### config.mk
export PLATFORM = sky130hd
export DESIGN_NAME = lc3_control_fsm
export DESIGN_NICKNAME = d
export VERILOG_FILES = /design/src/rtl/lc3_control_fsm.sv
export SDC_FILE = /design/constraint.sdc
export NUM_CORES = 1
export LEC_CHECK = 0
export CAP_MARGIN = 25
export CORE_MARGIN = 4
export CORE_UTILIZATION = 27
export DETAILED_ROUTE_END_ITERATION = 12
export DONT_BUFFER_PORTS = 1
export GPL_ROUTABILITY_DRIVEN = 0
export PLACE_DENSITY_LB_ADDON = 0.1
export SYNTH_ARGS = -nofsm -noshare
export SYNTH_HDL_FRONTEND = slang
export SYNTH_SLANG_ARGS = --single-unit
export TNS_END_PERCENT = 100
### constraint.sdc
create_clock -name Clk -period 2.4 [get_ports Clk]
set_clock_uncertainty 0.2 [all_clocks]
set_input_delay 0 -clock Clk [delete_from_list [all_inputs] [get_ports Clk]]
set_output_delay 0 -clock Clk [all_outputs]
set_load 0.01 [all_outputs]
### src/rtl/lc3_control_fsm.sv
// lc3_control_fsm: instruction-sequencing control unit for the LC-3 CPU.
// It steps through fetch, decode and execute for ADD, AND, NOT, BR, JMP, JSR,
// LDR, STR and PAUSE. Each SRAM access state is held for MEM_WAIT cycles.
//
// Parameters
//   MEM_WAIT  cycles that each memory read/write state is held (1..15)
// Ports
//   Clk, Reset (sync, active-low)      clock and reset
//   Run, Continue                      start from Halted / resume from PAUSE
//   Opcode, IR_5, BEN                  decode inputs from the datapath
//   LD_*                               register load enables
//   Gate*                              bus drivers (at most one high per cycle)
//   PCMUX, ADDR2MUX, ADDR1MUX, SR1MUX,
//   SR2MUX, DRMUX, ALUK, MIO_EN        datapath mux selects
//   Mem_CE/UB/LB/OE/WE                 active-low SRAM strobes
module lc3_control_fsm #(
    parameter int unsigned MEM_WAIT = 2
) (
    input  logic       Clk,
    input  logic       Reset,
    input  logic       Run,
    input  logic       Continue,
    input  logic [3:0] Opcode,
    input  logic       IR_5,
    input  logic       BEN,
    output logic       LD_MAR,
    output logic       LD_MDR,
    output logic       LD_IR,
    output logic       LD_BEN,
    output logic       LD_CC,
    output logic       LD_REG,
    output logic       LD_PC,
    output logic       LD_LED,
    output logic       GatePC,
    output logic       GateMDR,
    output logic       GateALU,
    output logic       GateMARMUX,
    output logic [1:0] PCMUX,
    output logic [1:0] ADDR2MUX,
    output logic       ADDR1MUX,
    output logic       SR1MUX,
    output logic       SR2MUX,
    output logic       DRMUX,
    output logic [1:0] ALUK,
    output logic       MIO_EN,
    output logic       Mem_CE,
    output logic       Mem_UB,
    output logic       Mem_LB,
    output logic       Mem_OE,
    output logic       Mem_WE
);

    localparam logic [3:0] WaitLast = 4'(MEM_WAIT - 1);

    typedef enum logic [4:0] {
        StHalted,
        StS18, StS33, StS35, StS32,
        StS01, StS05, StS09,
        StS00, StS22,
        StS12,
        StS04, StS21,
        StS06, StS25, StS27,
        StS07, StS23, StS16,
        StPause1, StPause2
    } state_e;

    state_e     state_q, state_d;
    logic [3:0] wait_q, wait_d;
    logic       wait_done;

    always_ff @(posedge Clk) begin
        if (!Reset) begin
            state_q <= StHalted;
            wait_q  <= 4'd0;
        end else begin
            state_q <= state_d;
            wait_q  <= wait_d;
        end
    end

    assign wait_done = (wait_q == WaitLast);

    // Next state. The wait counter is zero in every non-memory state, so it is
    // automatically cleared on entry to the next memory state.
    always_comb begin
        state_d = state_q;
        wait_d  = 4'd0;
        unique case (state_q)
            StHalted: if (Run) state_d = StS18;
            StS18:    state_d = StS33;
            StS33: begin
                if (wait_done) state_d = StS35;
                else           wait_d  = wait_q + 4'd1;
            end
            StS35:    state_d = StS32;
            StS32: begin
                case (Opcode)
                    4'b0001: state_d = StS01;
                    4'b0101: state_d = StS05;
                    4'b1001: state_d = StS09;
                    4'b0000: state_d = StS00;
                    4'b1100: state_d = StS12;
                    4'b0100: state_d = StS04;
                    4'b0110: state_d = StS06;
                    4'b0111: state_d = StS07;
                    4'b1101: state_d = StPause1;
                    default: state_d = StS18; // unsupported opcode acts as NOP
                endcase
            end
            StS01, StS05, StS09, StS12: state_d = StS18;
            StS00:    state_d = BEN ? StS22 : StS18;
            StS22:    state_d = StS18;
            StS04:    state_d = StS21;
            StS21:    state_d = StS18;
            StS06:    state_d = StS25;
            StS25: begin
                if (wait_done) state_d = StS27;
                else           wait_d  = wait_q + 4'd1;
            end
            StS27:    state_d = StS18;
            StS07:    state_d = StS23;
            StS23:    state_d = StS16;
            StS16: begin
                if (wait_done) state_d = StS18;
                else           wait_d  = wait_q + 4'd1;
            end
            StPause1: if (Continue)  state_d = StPause2;
            StPause2: if (!Continue) state_d = StS18;
            default:  state_d = StHalted;
        endcase
    end

    // Moore output decode; SR2MUX in ADD/AND forwards IR_5 directly.
    always_comb begin
        LD_MAR     = 1'b0;
        LD_MDR     = 1'b0;
        LD_IR      = 1'b0;
        LD_BEN     = 1'b0;
        LD_CC      = 1'b0;
        LD_REG     = 1'b0;
        LD_PC      = 1'b0;
        LD_LED     = 1'b0;
        GatePC     = 1'b0;
        GateMDR    = 1'b0;
        GateALU    = 1'b0;
        GateMARMUX = 1'b0;
        PCMUX      = 2'b00;
        ADDR2MUX   = 2'b00;
        ADDR1MUX   = 1'b0;
        SR1MUX     = 1'b0;
        SR2MUX     = 1'b0;
        DRMUX      = 1'b0;
        ALUK       = 2'b00;
        MIO_EN     = 1'b0;
        Mem_CE     = 1'b1;
        Mem_UB     = 1'b1;
        Mem_LB     = 1'b1;
        Mem_OE     = 1'b1;
        Mem_WE     = 1'b1;
        unique case (state_q)
            StS18: begin
                GatePC = 1'b1;
                LD_MAR = 1'b1;
                PCMUX  = 2'b00;
                LD_PC  = 1'b1;
            end
            StS33, StS25: begin
                Mem_CE = 1'b0;
                Mem_UB = 1'b0;
                Mem_LB = 1'b0;
                Mem_OE = 1'b0;
                MIO_EN = 1'b1;
                LD_MDR = 1'b1;
            end
            StS35: begin
                GateMDR = 1'b1;
                LD_IR   = 1'b1;
            end
            StS32: LD_BEN = 1'b1;
            StS01, StS05: begin
                SR1MUX  = 1'b1;
                SR2MUX  = IR_5;
                ALUK    = (state_q == StS05) ? 2'b01 : 2'b00;
                GateALU = 1'b1;
                LD_REG  = 1'b1;
                LD_CC   = 1'b1;
            end
            StS09: begin
                SR1MUX  = 1'b1;
                ALUK    = 2'b10;
                GateALU = 1'b1;
                LD_REG  = 1'b1;
                LD_CC   = 1'b1;
            end
            StS22: begin
                ADDR2MUX = 2'b10;
                PCMUX    = 2'b10;
                LD_PC    = 1'b1;
            end
            StS12: begin
                SR1MUX   = 1'b1;
                ADDR1MUX = 1'b1;
                PCMUX    = 2'b10;
                LD_PC    = 1'b1;
            end
            StS04: begin
                GatePC = 1'b1;
                DRMUX  = 1'b1;
                LD_REG = 1'b1;
            end
            StS21: begin
                ADDR2MUX = 2'b11;
                PCMUX    = 2'b10;
                LD_PC    = 1'b1;
            end
            StS06, StS07: begin
                SR1MUX     = 1'b1;
                ADDR1MUX   = 1'b1;
                ADDR2MUX   = 2'b01;
                GateMARMUX = 1'b1;
                LD_MAR     = 1'b1;
            end
            StS27: begin
                GateMDR = 1'b1;
                LD_REG  = 1'b1;
                LD_CC   = 1'b1;
            end
            StS23: begin
                ALUK    = 2'b11;
                GateALU = 1'b1;
                LD_MDR  = 1'b1;
            end
            StS16: begin
                Mem_CE = 1'b0;
                Mem_UB = 1'b0;
                Mem_LB = 1'b0;
                Mem_WE = 1'b0;
            end
            StPause1: LD_LED = 1'b1;
            default: ;
        endcase
    end

endmodule

==> key figures <==
Worst hold path
  • Hold Path Class: in2reg

Floorplanning
  • Die height: 72.9 µm
  • Row count: 23
  • Die area: 5310 µm²
  • Initial core utilization: 28.2%
  • Ports: 38
  • Core Footprint: 4030 µm²
  • Width of the chip: 72.9 µm

Run status
  • Failing checks: negative hold slack
  • Status: finished with violations

Finish
  • Nets: 191
  • Layout cells sized above 1: 9.20%
  • Non-Filler Instances: between 200 and 250
  • P&R area growth vs syn: 11.8%
  • Util after Layout: 31.5%
  • Antenna Cells: 0

Drt
  • Top Metal Used: met4
  • Residual DRC count: 0
  • Total Wirelength: 3430 µm
  • WL/cell: about 15 µm
  • Met2 routed wirelength: 1610 µm
  • Starting DRC count in detailed routing: 102
  • DRT Pass-1 Iters: 4
  • Via Count: 1,208
  • Wire length on met1: ~1600 µm
  • Met3 routed WL: 250 µm
  • Vias per Instance: 5.39
  • Final antenna-violating net count: 0

Synthesis
  • Sequential area share after synthesis: between 10% and 20%
  • Yosys cell types: 47
  • Synth top area share: 15.9%
  • Mapped Nets: 189
  • Mean Syn Cell Area: 6.57 µm²
  • Ys async rst share: 0%
  • Syn Inst Count: 173
  • Yosys reg bits: 9
  • Largest cells by area after synthesis: dfxtp_1 (16%), nor2_1 (7.9%), nand2_1 (6.9%)
  • EDFF count, synth: 0
  • Total of warnings raised by yosys: 0
  • Area leader, netlist: dfxtp_1
  • Synthesized area: approximately 1100 µm²
  • Prevailing post-synth register cell: dfxtp_1

Clock network
  • Clk_lat worst skew: 230 ps
  • Post_cts resized: 0
  • CTS clk-pin slew, worst paths: ~50 ps
  • Cts bufs inserted: 3
  • Clock tree sinks: 9
  • CTS root buf: clkbuf_8
  • Clock Path Buffers: 2
  • H-tree levels: 1
  • TritonCTS clock tree: done

GRT
  • Vias in the first global route: approximately 1.2k
  • Grt ovf: 0
  • Pin count of the biggest net entering global routing: 25
  • GRT Util Overall: a little over an eighth
  • Antenna violations before repair: 0
  • First-pass GRT wire length: 5730 µm

Timing
  • Worst Slack Setup Final: 273 ps
  • Max Freq: between 400 and 500 MHz
  • Final Hold Vio Count: 1
  • Final period util: 88.6%
  • Setup_tns: 0 ps
  • Hold WS: -0.465 ps
  • Final worst path period need: 2130 ps
  • Max-slew violation count: 0
  • RSZ-0062 raised after global routing: false
  • Endpoints failing setup: 0

Setup path
  • Crit path arrival time: 2040 ps
  • Setup Crit Path Kind: reg2reg
  • Startpoint Class: register
  • Crit path capture type: register
  • Crit path max-delay cell type: dfxtp_1
  • Critical path cell sequence: buf_4 -> nor2_1 -> nand2_1 -> o31a_1 -> and4b_4 -> a32o_1
  • Worst Path Required: between 2000 and 2500 ps
  • Worst path bufs/invs: 1
  • Worst path max stage delay: approximately 430 ps
  • CP delay by family, top: simple AND/OR/NAND/NOR gates
  • CP Max Fanout: 11

Place
  • Pre-CTS WS: 304 ps
  • Placed insts: 215
  • IO buf count: 0
  • DP HPWL: 2740 µm

Power
  • Leak: 0.000511 µW
  • Power Total: 1230 µW
  • PD cells: 967 nW/µm²
  • Worst vdd ir: 0.000166 V

Flow run
  • Max Cap Violations: 0
synth_stat cells (2+ instances only):
master and n:
a21oi_1 11, a221oi_1 2, and3_1 3, buf_2 7
buf_4 3, clkbuf_1 5, dfxtp_1 9, ha_1 6
inv_1 9, mux2i_1 3, nand2_1 21, nand2b_1 3
nand3_1 11, nand3b_1 3, nor2_1 24, nor2b_1 4
nor3_1 4, nor3b_1 2, nor4bb_1 2, o21ai_0 9
o31a_1 2, or2_2 2, xnor2_1 4
metal layers:
layer	global-route usage, %	vias up
met4	2.87	0
met2	22.5	37
met5	0	-
li1	-	604
met3	4.41	2
met1	17.1	565
where the power goes:
group | switching (µW) | internal (µW) | total, µW
logic | 498 | 310 | 807
registers | 67.5 | 178 | 246
clock network | 59.6 | 116 | 175
worst min-delay path, stage by stage:
cell and delay (ps):
nor2_1 30, a22oi_1 130, nor2_1 60, o21a_1 150
what timing repair did:
action / 4_1_cts / 5_1_grt
endpoints found under the setup margin: 0 / 0
hold endpoints to repair: 10 / 0
buffers inserted: 0 / 0
hold buffers: 5 / 0
worst paths after layout:
check	from	to	slack [ps]	cells past startpoint
max	state_q[2]	state_q[4]	270	6
max reg2reg	state_q[2]	state_q[4]	270	6
min reg2reg	wait_q[0]	wait_q[0]	270	1
min	Opcode[3]	state_q[3]	-0.5	4
sequential cells by signal (all words and copies together), names as in the netlist:
name / cells
wait_q: 4
state_q: 5
cell usage in the layout, fill, tap and decap left out, types with 2 or more instances in the layout:
cell type	count
nand2_1	21
o21ai_0	9
nand3_1	11
nor3_1	4
xnor2_1	4
a221oi_1	2
nor2b_1	4
ha_1	6
inv_1	9
nor2_1	24
nor4bb_1	2
buf_4	9
clkbuf_8	3
dfxtp_1	9
nor3b_1	2
nand2b_1	3
or2_2	2
o31a_1	2
a21oi_1	11
dlygate4sd3_1	5
nand3b_1	3
mux2i_1	3
and3_1	3
area by class of cell:
type                            count  area [µm²]
Sequential cell                     9         180
Tap cell                           50        62.6
Fill cell                         458        2760
Timing Repair Buffer               14         118
Multi-Input combinational cell    138         831
Clock buffer                        4        45.0
Inverter                            9        33.8
kinds of logic after synthesis:
kind of cell | Yosys count | share of synthesized area [%]
and+or+nand+nor | 84 | 36.8
AOI/OAI and AO/OA | 39 | 22.9
buffers and inverters | 26 | 11.0
DFF | 9 | 15.9
adders and majority gates | 6 | 6.61
xor gates and xnor gates | 5 | 3.85
muxes | 3 | 2.64
other | 1 | 0.330
metrics by stage:
stage	area, µm²	hold WS [ps]
2_1_floorplan	1140	-82.5
3_3_place_gp	1170	-70.2
3_5_place_dp	1170	-70.9
4_1_cts	1270	1.30
5_1_grt	1270	45.1
6_report	1270	-0.465
Note: power is estimated with default switching activity, not from simulation.
